**config.mk**
```make
export PLATFORM = sky130hd
export DESIGN_NAME = img_pkt_fifo_reader
export DESIGN_NICKNAME = d
export VERILOG_FILES = /design/src/rtl/img_pkt_fifo_reader.sv
export SDC_FILE = /design/constraint.sdc
export NUM_CORES = 1
export LEC_CHECK = 0
export ABC_AREA = 1
export ABC_CLOCK_PERIOD_IN_PS = 2000
export CORE_UTILIZATION = 41
export CTS_CLUSTER_DIAMETER = 50
export DETAILED_ROUTE_END_ITERATION = 10
export PLACE_DENSITY = 0.7
export SYNTH_ARGS = -nofsm -noshare
export SYNTH_HDL_FRONTEND = slang
export SYNTH_SLANG_ARGS = --single-unit
```
**constraint.sdc**
```tcl
create_clock -name clk -period 2 [get_ports clk]
set_input_delay 0.2 -clock clk [delete_from_list [all_inputs] [get_ports clk]]
set_output_delay 0.2 -clock clk [all_outputs]
set_load 0.01 [all_outputs]
```
**src/rtl/img_pkt_fifo_reader.sv**
```systemverilog
// Read side of the image packetiser FIFO: starts a UDP frame once a full packet is
// buffered, then answers tx_req with a header word followed by payload. Option: IMG_PKT_RD_TIMEOUT_EN.
//
// state     | meaning
// IDLE      | waiting for fifo_rd_cnt >= PKT_WORDS
// START     | one-cycle tx_start_en pulse, header latched
// SEND      | serving tx_req: header at idx 0, FIFO words at idx 1..PKT_WORDS
// WAIT_DONE | packet handed over, waiting for tx_done (or timeout)
module img_pkt_fifo_reader #(
   parameter int PKT_WORDS   = 256,
   parameter int CNT_W       = 12,
   parameter int TIMEOUT_CYC = 65535
) (
   input  logic             clk,
   input  logic             rst_n,
   input  logic             img_vs,
   input  logic [CNT_W-1:0] fifo_rd_cnt,
   input  logic             fifo_empty,
   input  logic [31:0]      fifo_rd_data,
   output logic             fifo_rd_en,
   input  logic             tx_req,
   input  logic             tx_done,
   output logic             tx_start_en,
   output logic [15:0]      tx_byte_num,
   output logic [31:0]      udp_tx_data,
   output logic             pkt_busy,
   output logic [15:0]      frame_cnt,
   output logic             udf_err,
   output logic             to_err
);

   localparam int               IDX_W    = $clog2(PKT_WORDS + 1);
   localparam logic [CNT_W-1:0] PKT_THR  = CNT_W'(PKT_WORDS);
   localparam logic [IDX_W-1:0] LAST_IDX = IDX_W'(PKT_WORDS);
   localparam logic [15:0]      BYTE_NUM = 16'((PKT_WORDS + 1) * 4);

   if (PKT_WORDS < 1 || PKT_WORDS > 2047 || TIMEOUT_CYC < 1) begin : g_param_chk
      $error("img_pkt_fifo_reader: parameter out of range");
   end

   typedef enum logic [1:0] {IDLE, START, SEND, WAIT_DONE} state_t;
   typedef enum logic [1:0] {SEL_ZERO, SEL_HDR, SEL_FIFO} sel_t;

   state_t           state, state_nxt;
   sel_t             sel;
   logic [IDX_W-1:0] idx;
   logic [15:0]      pkt_idx;
   logic [31:0]      header;
   logic             pending;
   logic             vs_d;
   logic             vs_rise;
   logic             thresh;
   logic             last_word;
   logic             tmo_hit;

   assign thresh    = (fifo_rd_cnt >= PKT_THR);
   assign vs_rise   = img_vs & ~vs_d;
   assign last_word = (idx == LAST_IDX);
   assign pkt_busy  = (state != IDLE);

   always_ff @(posedge clk or negedge rst_n) begin
      if (!rst_n) state <= IDLE;
      else        state <= state_nxt;
   end

   always_comb begin
      state_nxt   = state;
      fifo_rd_en  = 1'b0;
      tx_start_en = 1'b0;
      case (state)
         IDLE: begin
            if (thresh) state_nxt = START;
         end
         START: begin
            tx_start_en = 1'b1;
            state_nxt   = SEND;
         end
         SEND: begin
            if (tx_req) begin
               fifo_rd_en = (idx != '0) & ~fifo_empty;
               if (last_word) state_nxt = WAIT_DONE;
            end
         end
         WAIT_DONE: begin
            if (tx_done || tmo_hit) state_nxt = IDLE;
         end
         default: state_nxt = IDLE;
      endcase
   end

   // A new frame clears pkt_idx only at the next START so the packet in flight keeps its header.
   always_ff @(posedge clk or negedge rst_n) begin
      if (!rst_n) begin
         tx_byte_num <= '0;
         vs_d        <= 1'b0;
         frame_cnt   <= '0;
         pending     <= 1'b0;
         pkt_idx     <= '0;
         header      <= '0;
         idx         <= '0;
         sel         <= SEL_ZERO;
         udf_err     <= 1'b0;
      end else begin
         tx_byte_num <= BYTE_NUM;
         vs_d        <= img_vs;
         sel         <= SEL_ZERO;
         if (vs_rise) frame_cnt <= frame_cnt + 16'd1;
         if (vs_rise)              pending <= 1'b1;
         else if (state == START)  pending <= 1'b0;
         case (state)
            START: begin
               header <= {8'hA5, frame_cnt[7:0], pending ? 16'h0000 : pkt_idx};
               idx    <= '0;
               if (pending) pkt_idx <= '0;
            end
            SEND: begin
               if (tx_req) begin
                  idx <= idx + IDX_W'(1);
                  if (idx == '0) begin
                     sel <= SEL_HDR;
                  end else if (fifo_empty) begin
                     sel     <= SEL_ZERO;
                     udf_err <= 1'b1;
                  end else begin
                     sel <= SEL_FIFO;
                  end
                  if (last_word) pkt_idx <= pkt_idx + 16'd1;
               end
            end
            default: ;
         endcase
      end
   end

   // FIFO data arrives one cycle after the read strobe, so only the select is registered.
   always_comb begin
      udp_tx_data = '0;
      case (sel)
         SEL_HDR:  udp_tx_data = header;
         SEL_FIFO: udp_tx_data = fifo_rd_data;
         default:  udp_tx_data = '0;
      endcase
   end

`ifdef IMG_PKT_RD_TIMEOUT_EN
   localparam int TMO_W = $clog2(TIMEOUT_CYC + 1);

   logic [TMO_W-1:0] tmo_cnt;
   logic             to_err_q;

   assign tmo_hit = (state == WAIT_DONE) && !tx_done && (tmo_cnt == '0);
   assign to_err  = to_err_q;

   always_ff @(posedge clk or negedge rst_n) begin
      if (!rst_n) begin
         tmo_cnt  <= '0;
         to_err_q <= 1'b0;
      end else begin
         if (state == SEND && state_nxt == WAIT_DONE)
            tmo_cnt <= TMO_W'(TIMEOUT_CYC - 1);
         else if (state == WAIT_DONE && tmo_cnt != '0)
            tmo_cnt <= tmo_cnt - TMO_W'(1);
         if (tmo_hit) to_err_q <= 1'b1;
      end
   end
`else
   assign tmo_hit = 1'b0;
   assign to_err  = 1'b0;
`endif

endmodule

```
==> metrics.md <==
| Metric | Value |
|---|---|
| Outcome | finished clean |
| Most frequent cells in the layout | 207 x nand2_1, 74 x dfrtp_1, 61 x inv_1, 61 x clkdlybuf4s50_1 |
| Reg power frac | 35.8% |
| Internal | 0.00350 W |
| Die width | 104 µm |
| Psw | 0.00232 W |
| Vias in the first global route | 3913 |
| Layout area overhead | 32.8% |
| PD cells | 1020 nW/µm² |
| Clock skew | 0.0116 ns |
| CP Launch Type | flop |
| Clock share of power | 23.3% |
| Cells after Synth | 597 |
| Core footprint | 9950 µm² |
| IO Count | 119 |
| Share of layout cells above drive strength 1 | 10.7% |
| Worst EP required | 1.80 ns |
| Seq/Total Area, Yosys | 43.2% |
| Combinational share of power | 40.9% |
| Post-synth EDFFs | 0 |
| Top-area cell type share of the netlist area | 43.2% |
| Final Total Pwr | 0.00582 W |
| Setup CP Type | reg2out |
| Max Slew Vio Count | 0 |
| Min Tclk post-route | 1.91 ns |
| Synth Warn # | 0 |
| Die area | 10900 µm² |
| P_leak | 2.82 nW |
| CTS Buffer Depth | 2 |
| Setup violators final | 0 |
| Via count | 4134 |
| Final GP Congestion | 0.820 |
| Hold_ws | 0.320 ns |
| Post-route ant nets | 0 |
| Reg area | 1850 µm² |
| First-pass GRT wire length | 18400 µm |
| DRT Pass-1 Iters | 6 |
| Crit path max fanout | 2 |
| Clk root buf | clkbuf_8 |
| Max-cap violations | 0 |
| CTS tree | done |
| Final hold vios | 0 |
| Avg WL per Cell | 12.9 µm |
| Crit path DAT | 1.71 ns |
| Mapped cell area | 4290 µm² |
| FP Rows | 36 |
| Achievable clock frequency | 523 MHz |
| CTS clk-pin slew, worst paths | 0.08 ns |
| Initial antenna violation count | 0 |
| Post-synthesis cell type count | 30 |
| Top cell type by total area after synthesis | dfrtp_1 |
| Mean Syn Cell Area | 7.18 µm² |
| Die Y-Extent | 104 µm |
| PortBufs | 95 |
| CTS Buf Count | 9 |
| Sw frac | 39.8% |
| Total Routing Usage GR | 20.5% |
| Overflow after GRT | 0 |
| Multi-input logic area | 2080 µm² |
| Commonest non-fill, non-tap cell in the layout | nand2_1 |
| Vias per cell | 4.92 |
| Number of remaining DRC errors | 0 |
| Worst Setup End Kind | output pin |
| Final Net Count | 763 |
| Hpwl dp | 7690 µm |
| CTS H-tree depth | 3 |
| Synth area leaders | dfrtp_1 43%, nand2_1 18%, inv_1 5.4% |
| Filler cell count | 940 |
| #FFs+latches synth | 74 |
| FFs w/ async S/R, synth | 100% |
| Worst Hold Class | in2async |
| Final Cycle Share | 95.6% |
| Clk Latency, worst-skew pair | 0.35 ns |
| Maximum VDD drop | 0.708 mV |
| RSZ-0062 raised after global routing | true |
| Detailed router's first-iteration violation count | 317 |
| Antenna Cells | 0 |
| Initial Utilization | 43.1% |
| Top FF cell, synth | dfrtp_1 |
| Routed wire length | 10800 µm |
| Largest net degree at the start of global routing | 32 |
| Clock sink total | 74 |
[worst max-delay path, cell delays in order, from the launching register on]
cell and delay (ns):
dfrtp_1 0.39, inv_1 0.08, ha_1 0.15, inv_1 0.06, nor4_2 0.13, nand3_1 0.13
nand2_1 0.08, nor2_1 0.06, dlygate4sd2_1 0.28
[path summary, 6_finish.rpt]
kind	start	slack (ns)	depth (start not counted)	to
setup / recovery	idx[1]	0.09	8	fifo_rd_en
hold / removal	rst_n	0.32	2	state[0]
setup reg to reg	state[0]	0.19	10	pkt_idx[3]
hold reg to reg	udf_err	0.47	2	udf_err
max in group asynchronous	rst_n	1.11	3	header[6]
min in group clk	img_vs	0.34	1	vs_d
[Yosys cell counts (2+ instances only)]
master and count:
a21oi_4 2, buf_1 3, nor2_1 42, buf_4 16, nand3_1 43, buf_2 2
a21oi_1 29, o22ai_1 4, inv_1 62, nor3_1 4, nand2_2 4, nand4_1 7
inv_2 6, dfrtp_1 74, xor2_1 14, nand3_2 2, nand2_1 208, clkbuf_1 12
conb_1 2, ha_1 10, o21ai_0 41, nand3b_1 2
[power by group through the flow]
stage          clock, W  combinational, W  sequential, W
3_3_place_gp          0           0.00214        0.00209
2_1_floorplan         0           0.00137        0.00207
5_1_grt         0.00146           0.00265        0.00214
6_report        0.00135           0.00238        0.00208
4_1_cts         0.00139           0.00228        0.00208
3_5_place_dp          0           0.00220        0.00211
[cells by family after synthesis]
logic type | count (synthesis) | share of synthesized area (%)
AND/OR/NAND/NOR | 315 | 30.2
AO/OA/AOI/OAI | 78 | 9.80
buffers and inverters | 103 | 10.6
adder cells (fa/ha/maj) | 10 | 2.92
flip-flops | 74 | 43.2
XOR/XNOR | 15 | 3.06
other | 2 | 0.175
[through the flow]
stage	TNS (ns)	setup WS [ns]	util [%]	std cells	area [µm²]
after floorplan	0	0.446	-	611	4340
after global placement	0	0.162	54.4	819	5410
after detailed placement	0	0.111	54.4	819	5410
after CTS	0	0.00416	57.1	838	5680
after global routing	-0.0545	-0.0519	57.2	841	5700
final	0	0.0879	57.2	841	5700
[sequential cells by signal, indices dropped and copies added, names as in the netlist]
signal       cells
sel              2
pending          1
tx_byte_num      1
pkt_idx         16
state            2
idx              9
header          25
vs_d             1
udf_err          1
frame_cnt       16
[what timing repair did]
item | CTS | global route
gates cloned | 1 | 1
hold buffers | 1 | 0
hold endpoints to repair | 27 | 0
endpoints found under the setup margin | 33 | 25
setup buffers | 1 | 2
pin swaps | 2 | 1
gates resized for setup | 34 | 44
[layer usage]
metal	track usage (%)	wire length, µm	vias to the layer above
met5	0	0	-
met4	6.63	146	0
met3	4.14	721	17
met2	33.7	4940	157
met1	26.9	5000	1900
li1	-	-	2060
[cell type report]
type	instances	share of cell area, %
clock buffers	10	2.42
multi-input cells	434	36.6
repair buffers	115	19.3
well taps	133	2.92
flip-flops and latches	74	32.5
clock inverters	6	1.71
inverters	69	4.55
(Power assumes the default switching activity.)
